### config.mk
export PLATFORM = sky130hd
export DESIGN_NAME = frost32_mem_ctrl
export DESIGN_NICKNAME = d
export VERILOG_FILES = /design/src/rtl/frost32_mem_ctrl.sv
export SDC_FILE = /design/constraint.sdc
export NUM_CORES = 1
export LEC_CHECK = 0
export ABC_CLOCK_PERIOD_IN_PS = 1900
export BUFFER_PORTS_ARGS = -buffer_cell sky130_fd_sc_hd__buf_4
export CAP_MARGIN = 0
export CORE_MARGIN = 4
export CORE_UTILIZATION = 45
export DETAILED_ROUTE_END_ITERATION = 7
export GPL_TIMING_DRIVEN = 0
export HOLD_SLACK_MARGIN = 0.02
export PLACE_DENSITY_LB_ADDON = 0.08
export SYNTH_ARGS = -nofsm -noshare
export SYNTH_HDL_FRONTEND = slang
export SYNTH_SLANG_ARGS = --single-unit
### constraint.sdc
create_clock -name clk -period 1.9 [get_ports clk]
set_clock_uncertainty 0.1 [all_clocks]
set_input_delay 0.285 -clock clk [delete_from_list [all_inputs] [get_ports clk]]
set_output_delay 0.285 -clock clk [all_outputs]
set_load 0.03 [all_outputs]
### src/rtl/frost32_mem_ctrl.sv
// frost32_mem_ctrl: single-outstanding memory access controller between the Frost32 core and a word bus
// Ports: clk, rst_n (async active-low)
//   core side: cpu_req, cpu_addr, cpu_wdata, cpu_access_type, cpu_access_size -> cpu_rdata, cpu_busy, cpu_done, cpu_err
//   bus side:  mem_req, mem_we, mem_addr (word), mem_be, mem_wdata -> mem_ack, mem_rdata
module frost32_mem_ctrl #(
    parameter int TIMEOUT_CYCLES = 255
) (
    input  logic        clk,
    input  logic        rst_n,
    input  logic        cpu_req,
    input  logic [31:0] cpu_addr,
    input  logic [31:0] cpu_wdata,
    input  logic        cpu_access_type,
    input  logic [1:0]  cpu_access_size,
    output logic [31:0] cpu_rdata,
    output logic        cpu_busy,
    output logic        cpu_done,
    output logic        cpu_err,
    output logic        mem_req,
    output logic        mem_we,
    output logic [29:0] mem_addr,
    output logic [3:0]  mem_be,
    output logic [31:0] mem_wdata,
    input  logic        mem_ack,
    input  logic [31:0] mem_rdata
);
    typedef enum logic [1:0] {IDLE, ACCESS, DONE} state_t;
    state_t state, state_n;
    logic [15:0] cnt, cnt_n;
    logic [1:0]  off, off_n, size, size_n;
    logic [31:0] rdata_n, wdata_n, rd_sel, lane_wdata;
    logic [29:0] addr_n;
    logic [3:0]  be_n, lane_be;
    logic        req_n, we_n, err_n, bad;
    assign bad = cpu_access_size == 2'd3 || (cpu_access_size == 2'd1 && cpu_addr[0]) ||
                 (cpu_access_size == 2'd0 && cpu_addr[1:0] != 2'd0);
    assign lane_be = cpu_access_size == 2'd0 ? 4'hf :
                     cpu_access_size == 2'd1 ? (cpu_addr[1] ? 4'b1100 : 4'b0011) :
                     4'b0001 << cpu_addr[1:0];
    assign lane_wdata = cpu_access_size == 2'd0 ? cpu_wdata :
                        cpu_access_size == 2'd1 ? {2{cpu_wdata[15:0]}} : {4{cpu_wdata[7:0]}};
    // extraction uses the latched offset/size, not the live core inputs
    assign rd_sel = size == 2'd0 ? mem_rdata :
                    size == 2'd1 ? {16'h0, off[1] ? mem_rdata[31:16] : mem_rdata[15:0]} :
                    {24'h0, mem_rdata[{off, 3'b000} +: 8]};
    always_comb begin
        state_n = state;
        cnt_n   = cnt;
        off_n   = off;
        size_n  = size;
        req_n   = mem_req;
        we_n    = mem_we;
        addr_n  = mem_addr;
        be_n    = mem_be;
        wdata_n = mem_wdata;
        rdata_n = '0;
        err_n   = 1'b0;
        case (state)
            IDLE: if (cpu_req) begin
                off_n   = cpu_addr[1:0];
                size_n  = cpu_access_size;
                we_n    = cpu_access_type;
                addr_n  = cpu_addr[31:2];
                be_n    = lane_be;
                wdata_n = lane_wdata;
                cnt_n   = '0;
                state_n = bad ? DONE : ACCESS;
                req_n   = !bad;
                err_n   = bad;
            end
            ACCESS: begin
                cnt_n = cnt + 16'd1;
                // ack is checked first so a coincident ack beats the timeout
                if (mem_ack) begin
                    state_n = DONE;
                    req_n   = 1'b0;
                    rdata_n = mem_we ? '0 : rd_sel;
                end else if (cnt == 16'(TIMEOUT_CYCLES - 1)) begin
                    state_n = DONE;
                    req_n   = 1'b0;
                    err_n   = 1'b1;
                end
            end
            default: state_n = IDLE;
        endcase
    end
    always_ff @(posedge clk or negedge rst_n) begin
        if (!rst_n) begin
            state     <= IDLE;
            cnt       <= '0;
            off       <= '0;
            size      <= '0;
            mem_req   <= 1'b0;
            mem_we    <= 1'b0;
            mem_addr  <= '0;
            mem_be    <= '0;
            mem_wdata <= '0;
            cpu_rdata <= '0;
            cpu_err   <= 1'b0;
            cpu_done  <= 1'b0;
            cpu_busy  <= 1'b0;
        end else begin
            state     <= state_n;
            cnt       <= cnt_n;
            off       <= off_n;
            size      <= size_n;
            mem_req   <= req_n;
            mem_we    <= we_n;
            mem_addr  <= addr_n;
            mem_be    <= be_n;
            mem_wdata <= wdata_n;
            cpu_rdata <= rdata_n;
            cpu_err   <= err_n;
            cpu_done  <= state_n == DONE;
            cpu_busy  <= state_n != IDLE;
        end
    end
endmodule
==> results of run 1 <==
==> power breakdown <==
group	leakage [nW]	internal (mW)	total (mW)	switching [mW]
sequential	1.62	3.18	3.48	0.302
clock	0.291	2.06	3.17	1.11
combinational	2.46	1.28	3.43	2.15
total	4.37	6.52	10.1	3.57
==> cells in the final DEF, fill, tap and decap left out, types with 5 or more instances in the layout <==
| cell | count |
|---|---|
| a21oi_1 | 30 |
| nor2_1 | 15 |
| o21ai_0 | 44 |
| o211ai_1 | 5 |
| clkbuf_16 | 17 |
| and2_1 | 18 |
| mux2i_1 | 34 |
| o22a_1 | 5 |
| nand3_1 | 8 |
| dlygate4sd3_1 | 54 |
| a21boi_0 | 5 |
| o31ai_1 | 5 |
| nand4_1 | 5 |
| dfrtp_1 | 125 |
| buf_4 | 204 |
| clkbuf_1 | 17 |
| buf_2 | 8 |
| nand2b_1 | 6 |
| nor2b_1 | 9 |
| and3_1 | 5 |
| buf_1 | 5 |
| nand2_1 | 194 |
| clkinv_2 | 5 |
==> state kept, by name (all words and copies together) (netlist names) <==
| signal | count |
|---|---|
| mem_we | 1 |
| mem_addr | 30 |
| mem_be | 4 |
| state | 2 |
| cpu_err | 1 |
| cpu_busy | 1 |
| mem_wdata | 32 |
| cnt | 16 |
| size | 2 |
| cpu_rdata | 32 |
| off | 2 |
| mem_req | 1 |
| cpu_done | 1 |
==> per-layer routing <==
metal	GRT usage	part of all wire	up-vias	routed length (microns)
met2	0.4267	0.52	206	9038
met1	0.2928	0.39	2579	6748
met5	0	0	-	0
met4	0.09449	0.026	0	452
li1	-	-	2548	-
met3	0.05508	0.061	40	1056
==> how the worst min path moves through the flow <==
stage,end,slack [ns],depth (start not counted)
final,mem_wdata[2],0.04,3
after global routing,cpu_rdata[8],0.03,3
after CTS,off[0],0.02,3
after detailed placement,cpu_rdata[22],0.11,1
after global placement,cnt[15],0.36,1
after floorplan,cnt[0],-0.11,0
==> stage by stage <==
stage / utilization / total power, mW
finish: 0.7041 / 10.08
global route: 0.7041 / 10.57
CTS: 0.7033 / 10.13
detailed placement: 0.6103 / 6.848
global placement: 0.6077 / 6.777
floorplan: - / 5.432
==> repair_timing <==
item / CTS / global route
pin swaps: 0 / 0
gates resized for setup: 1 / 6
hold buffers: 54 / 0
gates cloned: 0 / 0
setup endpoints to repair: 10 / 46
hold endpoints to repair: 94 / 0
==> kinds of logic (layout without fill, tap and decap cells) <==
group | after synthesis | after routing | share of synthesized area
compound gates | 111 | 111 | 0.1202
fa+ha+maj | 2 | 2 | 0.004484
buf+inv | 35 | 326 | 0.02556
flops | 125 | 125 | 0.5605
mux | 37 | 37 | 0.06704
simple gates | 278 | 278 | 0.2222
==> Yosys cell counts (3+ instances only) <==
| cell | count | area (sq um) |
|---|---|---|
| nor2_1 | 15 | 56.30 |
| and2_1 | 18 | 112.6 |
| nor2b_1 | 9 | 56.30 |
| a21boi_0 | 5 | 37.54 |
| and3_1 | 5 | 31.28 |
| o22a_1 | 5 | 43.79 |
| dfrtp_1 | 125 | 3128 |
| inv_1 | 4 | 15.01 |
| nand2b_1 | 6 | 37.54 |
| o21ai_0 | 44 | 220.2 |
| buf_1 | 5 | 18.77 |
| mux2i_1 | 34 | 340.3 |
| o31ai_1 | 5 | 37.54 |
| nand2_1 | 194 | 728.2 |
| mux2_2 | 3 | 33.78 |
| buf_2 | 8 | 40.04 |
| clkbuf_1 | 17 | 63.81 |
| o211ai_1 | 5 | 37.54 |
| a222oi_1 | 3 | 30.03 |
| nand4_1 | 5 | 31.28 |
| a22o_1 | 4 | 35.03 |
| nand3_1 | 8 | 40.04 |
| a21oi_1 | 30 | 150.1 |
==> layout make-up <==
cell class	count	area, sq um
tap	168	210.2
sequential	125	3128
buffer	30	127.6
clock inverter	7	85.08
multi-input combinational	428	2321
timing repair buffer	260	2111
fill	900	3568
inverter	4	15.01
clock buffer	25	495.5
==> worst min-delay path, delay by kind of cell <==
family | cells | cell delay [ns]
buf+inv | 1 | 0.13
simple gates | 2 | 0.11
==> flow_metrics.py, run 1 <==
metrics = {
    "outcome": {
        "status": "finished clean",
    },
    "logic_synthesis": {
        "ys.flop_type": "dfrtp_1",
        "avgSynthCellArea_sq_um": 9.490,
        "ys_warn_count": 0,
        "synth.net_count": 693,
        "async_reset_ff_frac": 1.000,
        "yosysSeqAreaShare": 0.5605,
        "ys_seq_elements": 125,
        "syn-cell-area_sq_mm": 0.005580,
        "synth_cell_types": 47,
        "synth_edf_count": 0,
        "synthCells": 588,
    },
    "final_layout": {
        "fin_cells": 1047,
        "diodes": 0,
        "area_growth_pct": 52.20,
        "drive_above_1_share": 0.2924,
        "final_area_sq_mm": 0.008493,
        "fin_nets": 971,
    },
    "drt": {
        "drt_iter0_markers": 386,
        "via_per_inst": 5.132,
        "drt-total-wl_mm": 17.30,
        "detail-route-antenna-nets": 0,
        "dr_total_vias": 5373,
        "drtPass1Iterations": 6,
        "drc_errors": 0,
        "post_drt_wl_per_cell_microns": 16.52,
    },
    "worst_setup_path": {
        "slowest_delay_ns": 0.39,
        "r2r_end": "cpu_rdata[22]",
        "required_ns": 2.15,
        "path_class": "flop to flop",
        "path_max_fanout": 10,
        "r2r_slack_ns": 0.13,
        "cp.depth": 5,
        "cpMaxStageDelayCell": "dfrtp_1",
        "end_kind": "flop",
        "critPathLaunch": "state[1]",
        "crit_path_end": "cpu_rdata[22]",
        "cp_num_buf_inv": 1,
        "r2r_cells": 5,
        "worstPathArrival_ns": 2.02,
        "setup.worst_path.start_class": "flop",
        "worstPathCellList": "and2b_1 -> nand3b_1 -> nor2_4 -> clkbuf_2 -> and2_1",
        "reg2reg_from": "state[1]",
        "crit_family": "simple AND/OR/NAND/NOR gates",
    },
    "global_route": {
        "globalRouteOverflowTotal": 0,
        "grt_max_degree": 88,
        "track_usage": 0.2440,
        "antenna_found_initial": 0,
        "grt_pass1_vias": 5393,
        "grt_pass1_wl_mm": 27.41,
    },
    "min_path": {
        "min_from": "cpu_wdata[2]",
        "hold_path.class": "primary input to flop",
    },
    "sta": {
        "setup_viol": 0,
        "holdWs_ns": 0.03527,
        "finalWorstSetupSlack_ns": 0.1281,
        "hold_viol": 0,
        "max_slew.worst_pin.slew_ns": 0.7004,
        "fin_tns_setup_ns": 0,
        "fin_crit_ns": 1.772,
        "post-route-period-util": 0.9326,
        "slew_viol_final": 0,
        "max_freq_ghz": 0.5644,
        "rsz0062_at_grt": "no",
        "slew-limit-headroom": 0.5331,
    },
    "clock_tree": {
        "tritoncts": "done",
        "post_cts_buffers": 0,
        "clk_pin_slew_ns": 0.05,
        "clockRootBuffer": "clkbuf_16",
        "clkLatencyLatePin_ns": 0.41,
        "h-tree-depth": 4,
        "clockBufferDepth": 2,
        "cts_sinks": 125,
        "cts_buffers": 17,
    },
    "placed_design": {
        "hpwl_mm": 12.55,
        "post-place-ws_ns": -0.06082,
        "io_buffers": 205,
        "post-place-cells": 962,
        "place.gp.congestion": 0.9059,
        "placed_area_sq_mm": 0.007361,
    },
    "pwr": {
        "max-vdd-ir-drop_v": 0.0007109,
        "p_per_area_mw_per_mm2": 1187,
        "p_leak_nw": 4.367,
    },
    "floorplanning": {
        "dieArea_sq_mm": 0.01425,
        "die_y_microns": 119.4,
        "ios": 206,
        "fp.dieW_microns": 119.4,
        "core_sq_mm": 0.01206,
        "initial_core_util": 0.4627,
        "rows": 40,
    },
    "run": {
        "cap_violations": 0,
    },
}
No activity file was read; power rests on OpenSTA's default activity.
==> run 2: changes to the inputs <==
--- a/config.mk
+++ b/config.mk
@@ -5,7 +5,7 @@
 export SDC_FILE = /design/constraint.sdc
 export NUM_CORES = 1
 export LEC_CHECK = 0
-export ABC_CLOCK_PERIOD_IN_PS = 1900
+export ABC_CLOCK_PERIOD_IN_PS = 1700
 export BUFFER_PORTS_ARGS = -buffer_cell sky130_fd_sc_hd__buf_4
 export CAP_MARGIN = 0
 export CORE_MARGIN = 4
==> constraint.sdc (replaced) <==
create_clock -name clk -period 1.7 [get_ports clk]
set_clock_uncertainty 0.1 [all_clocks]
set_input_delay 0.255 -clock clk [delete_from_list [all_inputs] [get_ports clk]]
set_output_delay 0.255 -clock clk [all_outputs]
set_load 0.03 [all_outputs]
==> run 2 against run 1 <==
Cell area increased by 3.2%; via count increased by 0.99%; critical path type unchanged; largest cell class unchanged; die area unchanged.
==> flow_metrics.py, run 2 (synthesis gave the netlist of run 1 again) <==
metrics = {
    "clock_tree": {
        "clockRootBuffer": "clkbuf_16",
        "cts_buffers": 17,
        "clk_pin_slew_ns": 0.05,
        "clkLatencyLatePin_ns": 0.42,
        "tritoncts": "done",
        "clockBufferDepth": 2,
        "h-tree-depth": 4,
        "cts_sinks": 125,
    },
    "placed_design": {
        "post-place-ws_ns": -0.2608,
        "place.gp.congestion": 0.9059,
        "io_buffers": 205,
        "hpwl_mm": 12.55,
    },
    "final_layout": {
        "area_growth_pct": 57.00,
        "top_regs": "cpu_rdata (32), mem_wdata (32), mem_addr (30)",
        "drive_above_1_share": 0.3174,
        "mostFrequentLayoutCells": "buf_4, nand2_1, dfrtp_1",
        "multi_input_area_sq_mm": 0.002367,
        "layout_commonest_cell": "buf_4",
        "fin_nets": 990,
        "num-fill-cells": 862,
        "seq_area_sq_mm": 0.003129,
    },
    "drt": {
        "detail-route-antenna-nets": 0,
        "post_drt_wl_per_cell_microns": 16.57,
        "via_per_inst": 5.085,
        "drt_iter0_markers": 400,
        "drt-total-wl_mm": 17.68,
        "drc_errors": 0,
        "dr_total_vias": 5426,
        "drtPass1Iterations": 5,
    },
    "floorplanning": {
        "dieArea_sq_mm": 0.01425,
        "initial_core_util": 0.4627,
        "rows": 40,
        "fp.dieW_microns": 119.4,
        "ios": 206,
        "core_sq_mm": 0.01206,
        "die_y_microns": 119.4,
    },
    "worst_setup_path": {
        "cp_num_buf_inv": 0,
        "worstPathCellList": "or4_4 -> nor4_4 -> a31o_1 -> o211ai_1",
        "end_kind": "flop",
        "path_max_fanout": 5,
        "path_class": "flop to flop",
        "r2r_end": "mem_req",
        "required_ns": 1.89,
        "crit_family": "simple AND/OR/NAND/NOR gates",
        "setup.worst_path.start_class": "flop",
        "slowest_delay_ns": 0.54,
        "reg2reg_from": "cnt[12]",
        "r2r_cells": 4,
        "cpMaxStageDelayCell": "or4_4",
        "r2r_slack_ns": 0.03,
        "worstPathArrival_ns": 1.86,
    },
    "min_path": {
        "min_from": "cpu_wdata[12]",
        "hold_end": "mem_wdata[12]",
        "whs_path_depth": 3,
        "hold_path.class": "primary input to flop",
    },
    "sta": {
        "fin_crit_ns": 1.670,
        "fin_tns_setup_ns": 0,
        "setup_viol": 0,
        "max_slew.worst_pin.slew_ns": 0.7201,
        "finalWorstSetupSlack_ns": 0.02966,
        "slew-limit-headroom": 0.5199,
        "holdWs_ns": 0.03145,
        "rsz0062_at_grt": "yes",
        "post-route-period-util": 0.9826,
        "hold_viol": 0,
        "slew_viol_final": 0,
        "max_freq_ghz": 0.5987,
    },
    "run": {
        "cap_violations": 0,
    },
    "outcome": {
        "status": "finished clean",
    },
    "global_route": {
        "globalRouteOverflowTotal": 0,
        "grt_pass1_vias": 5486,
        "antenna_found_initial": 1,
        "grt_max_degree": 88,
        "track_usage": 0.2472,
        "grt_pass1_wl_mm": 27.78,
    },
    "pwr": {
        "fin_total_pwr_mw": 11.37,
        "p_leak_nw": 4.505,
        "p_per_area_mw_per_mm2": 1298,
        "max-vdd-ir-drop_v": 0.0007802,
    },
}
run 2: cell count changes in the layout (fill, tap and decap cells not counted), sizes merged:
| cell | before | now |
|---|---|---|
| buf | 219 | 224 |
| dlygate4sd3 | 54 | 67 |
| diode | 0 | 1 |
| clkbuf | 42 | 43 |
run 2: where the power goes:
part,internal [mW],switching [mW]
clock,2.30,1.24
combinational,1.51,2.41
sequential,3.56,0.357
run 2: stage by stage:
step	instances	instance area [sq um]	utilization
finish	1067	8761	0.7263
CTS	1062	8673	0.7191
floorplan	588	5580	-
global placement	961	7330	0.6077
detailed placement	962	7361	0.6103
global route	1067	8761	0.7263
run 2: per-layer routing:
layer | part of all wire | track usage
met3 | 0.054 | 0.05556
met5 | 0 | 0
met2 | 0.52 | 0.4345
met1 | 0.40 | 0.2940
met4 | 0.026 | 0.09735
run 2: worst max path at each step:
stage,to,from,slack (ns),cells after the start
after global routing,cpu_done,cnt[12],-0.02,4
final,mem_req,cnt[12],0.03,4
after floorplan,mem_req,cnt[13],0.12,4
after detailed placement,cpu_rdata[29],state[1],-0.26,5
after CTS,cpu_rdata[29],state[1],0.002,5
after global placement,cpu_rdata[21],state[1],-0.19,5
run 2: cell type report:
class,count,share of cell area
Sequential cell,125,0.3572
Multi-Input combinational cell,428,0.2702
Timing Repair Buffer,279,0.2609
Clock buffer,25,0.05656
Tap cell,168,0.02399
Buffer,30,0.01942
Clock inverter,7,0.009712
Inverter,4,0.001714
Antenna cell,1,0.0002856
run 2: worst reg2reg max path, delay by kind of cell, from the launching register on:
| family | cells | cell delay, ns |
|---|---|---|
| compound gates | 2 | 0.32 |
| flops | 1 | 0.41 |
| simple gates | 2 | 0.71 |
run 2: repair_timing:
| action | CTS | global route |
|---|---|---|
| hold buffers | 67 | 0 |
| gates cloned | 0 | 0 |
| gates resized for setup | 17 | 32 |
| hold endpoints to repair | 104 | 0 |
| pin swaps | 3 | 7 |
| setup endpoints to repair | 102 | 89 |
| setup buffers | 2 | 4 |
==> run 3: changes to the inputs <==
--- a/config.mk
+++ b/config.mk
@@ -5,6 +5,7 @@
 export SDC_FILE = /design/constraint.sdc
 export NUM_CORES = 1
 export LEC_CHECK = 0
+export ABC_AREA = 1
 export ABC_CLOCK_PERIOD_IN_PS = 1700
 export BUFFER_PORTS_ARGS = -buffer_cell sky130_fd_sc_hd__buf_4
 export CAP_MARGIN = 0
@@ -14,6 +15,7 @@
 export GPL_TIMING_DRIVEN = 0
 export HOLD_SLACK_MARGIN = 0.02
 export PLACE_DENSITY_LB_ADDON = 0.08
+export REMOVE_ABC_BUFFERS = 1
 export SYNTH_ARGS = -nofsm -noshare
 export SYNTH_HDL_FRONTEND = slang
 export SYNTH_SLANG_ARGS = --single-unit
==> run 3 against run 2 <==
Fmax grew 7.1%; utilization grew 0.40 points; critical path depth grew 4; combinational power grew 3%; die area shrank 0.50%; first-iteration DRC count shrank 7.2%; routed wire length grew 2.0%; largest power group unchanged.
==> flow_metrics.py, run 3 <==
metrics = {
    "outcome": {
        "status": "finished clean",
    },
    "logic_synthesis": {
        "synthMuxAreaShare": 0,
        "synth_edf_count": 0,
        "ys.flop_type": "dfrtp_1",
        "avgSynthCellArea_sq_um": 7.963,
        "synth_top_area_cell": "dfrtp_1",
        "synth_cell_types": 26,
        "ys_seq_elements": 125,
        "yosys.area_share.xor_xnor": 0,
        "synth_area_leaders": "dfrtp_1, nand2_1, o21ai_0, nor2_1, inv_1",
        "synth-compound-area-share": 0.07619,
        "syn-cell-area_sq_mm": 0.005550,
        "ys_top_cells_by_count": "nand2_1, dfrtp_1, nor2_1, o21ai_0, inv_1",
        "ys_warn_count": 0,
        "synth.most_common_cell": "nand2_1",
        "synth_top_area_share": 0.5636,
        "synth-simple-area-share": 0.2971,
        "yosysSeqAreaShare": 0.5636,
        "synthAdderAreaFrac": 0.004509,
        "async_reset_ff_frac": 1.000,
        "synthCells": 697,
        "synth_top_family_by_area": "simple AND/OR/NAND/NOR gates",
    },
    "drt": {
        "drt-total-wl_mm": 18.04,
        "drtPass1Iterations": 6,
        "via_per_inst": 4.941,
        "drt_iter0_markers": 371,
        "dr_total_vias": 5786,
        "detail-route-antenna-nets": 0,
        "drc_errors": 0,
        "post_drt_wl_per_cell_microns": 15.40,
    },
    "sta": {
        "max_slew.worst_pin.slew_ns": 0.4548,
        "holdWs_ns": 0.04198,
        "fin_crit_ns": 1.559,
        "slew-limit-headroom": 0.6936,
        "rsz0062_at_grt": "no",
        "slew_viol_final": 0,
        "setup_viol": 0,
        "post-route-period-util": 0.9172,
        "hold_viol": 0,
        "max_freq_ghz": 0.6413,
    },
    "worst_setup_path": {
        "end_kind": "flop",
        "path_class": "flop to flop",
        "cpMaxStageDelayCell": "dfrtp_1",
        "worstPathArrival_ns": 1.81,
        "r2r_end": "mem_wdata[27]",
        "path_max_fanout": 11,
        "setup.worst_path.start_class": "flop",
        "r2r_cells": 8,
        "reg2reg_from": "state[1]",
        "worstPathCellList": "inv_2 -> nand3_4 -> buf_16 -> nor2_4 -> clkinvlp_4 -> nand2_1 -> o21ai_0 -> nand2_1",
        "crit_path_frequent_cell": "nand2_1",
        "required_ns": 1.96,
        "slowest_delay_ns": 0.41,
        "r2r_slack_ns": 0.14,
    },
    "floorplanning": {
        "dieArea_sq_mm": 0.01418,
        "fp.dieW_microns": 119.1,
        "ios": 206,
        "initial_core_util": 0.4602,
        "core_sq_mm": 0.01206,
        "rows": 40,
        "die_y_microns": 119.1,
    },
    "global_route": {
        "grt_pass1_wl_mm": 28.50,
        "grt_pass1_vias": 5771,
        "use_met2": 0.4083,
        "track_usage": 0.2473,
        "busiest_layer": "met2",
        "antenna_found_initial": 0,
        "grt_max_degree": 89,
        "use_met1": 0.3044,
        "use_met3": 0.08167,
        "globalRouteOverflowTotal": 0,
    },
    "clock_tree": {
        "h-tree-depth": 4,
        "clk_pin_slew_ns": 0.06,
        "cts_buffers": 17,
        "cts_sinks": 125,
        "tritoncts": "done",
        "clkLatencyLatePin_ns": 0.40,
        "clockBufferDepth": 2,
        "clockRootBuffer": "clkbuf_16",
    },
    "pwr": {
        "p_per_area_mw_per_mm2": 1300,
        "max-vdd-ir-drop_v": 0.0007772,
        "p_leak_nw": 4.626,
        "fin_total_pwr_mw": 11.45,
    },
    "final_layout": {
        "layout_commonest_cell": "nand2_1",
        "mostFrequentLayoutCells": "nand2_1, buf_4, dfrtp_1",
        "diodes": 0,
        "area_growth_pct": 58.72,
        "drive_above_1_share": 0.2712,
        "fin_nets": 1095,
        "final_area_sq_mm": 0.008810,
        "top_regs": "cpu_rdata (32), mem_wdata (32), mem_addr (30)",
    },
    "min_path": {
        "hold_path.class": "primary input to flop",
        "hold_end": "cpu_rdata[11]",
        "min_from": "mem_rdata[11]",
        "whs_path_depth": 3,
    },
    "placed_design": {
        "placed_area_sq_mm": 0.007258,
        "io_buffers": 205,
        "hpwl_mm": 11.14,
        "place.gp.congestion": 0.8631,
    },
    "run": {
        "cap_violations": 0,
    },
}
run 3: per-stage QoR:
stage | TNS, ns | util | std cells | worst slack (ns)
finish | 0 | 0.7304 | 1171 | 0.1407
global route | 0 | 0.7304 | 1171 | 0.02823
CTS | 0 | 0.7187 | 1161 | 0.002557
detailed placement | -26.58 | 0.6018 | 1048 | -0.7007
global placement | -311.27 | 0.5944 | 1045 | -3.986
floorplan | -145.07 | - | 672 | -2.070
run 3: power by group:
part,internal [mW],total (mW),switching (mW),leakage (nW)
logic,1.53,4.03,2.50,2.74
clock network,2.18,3.48,1.30,0.275
registers,3.55,3.95,0.398,1.62
total,7.25,11.5,4.20,4.63
run 3: critical path, delay by kind of cell, from the launching register on:
family,cells,cell delay (ns)
AOI/OAI and AO/OA,1,0.09
buffers and inverters,3,0.47
DFF,1,0.41
and+or+nand+nor,4,0.42
run 3: worst max-delay path by stage:
| stage | from | end | slack (ns) | cells past startpoint |
|---|---|---|---|---|
| 2_1_floorplan | state[1] | mem_be[2] | -2.07 | 5 |
| 3_3_place_gp | state[1] | mem_be[2] | -3.99 | 5 |
| 3_5_place_dp | state[1] | mem_wdata[27] | -0.70 | 8 |
| 4_1_cts | off[1] | cpu_rdata[2] | 0.003 | 5 |
| 5_1_grt | state[1] | mem_wdata[27] | 0.03 | 8 |
| 6_report | state[1] | mem_wdata[27] | 0.14 | 8 |
run 3: what timing repair did:
item | in CTS | in global routing
resized for setup | 12 | 6
endpoints found under the hold margin | 109 | 0
pin swaps | 2 | 1
hold buffers | 79 | 0
setup buffers | 2 | 7
gates cloned | 0 | 3
endpoints found under the setup margin | 104 | 19
run 3: layout make-up:
cell class / count / area (sq um)
well taps: 168 / 210.2
clock inverters: 12 / 121.4
flip-flops and latches: 125 / 3132
repair buffers: 299 / 2546
inverters: 52 / 219.0
multi-input cells: 495 / 2135
clock buffers: 20 / 446.7
fillers: 902 / 3252
run 3: logic make-up (layout without fill, tap and decap cells):
logic type      after synthesis  after routing
compound gates               81             81
flops                       125            125
buf+inv                      77            383
simple gates                412            412
fa+ha+maj                     2              2
run 3: metal layers:
| layer | vias up | part of all wire |
|---|---|---|
| li1 | 2781 | - |
| met1 | 2757 | 0.40 |
| met2 | 223 | 0.49 |
| met3 | 25 | 0.084 |
| met4 | 0 | 0.019 |
| met5 | - | 0 |
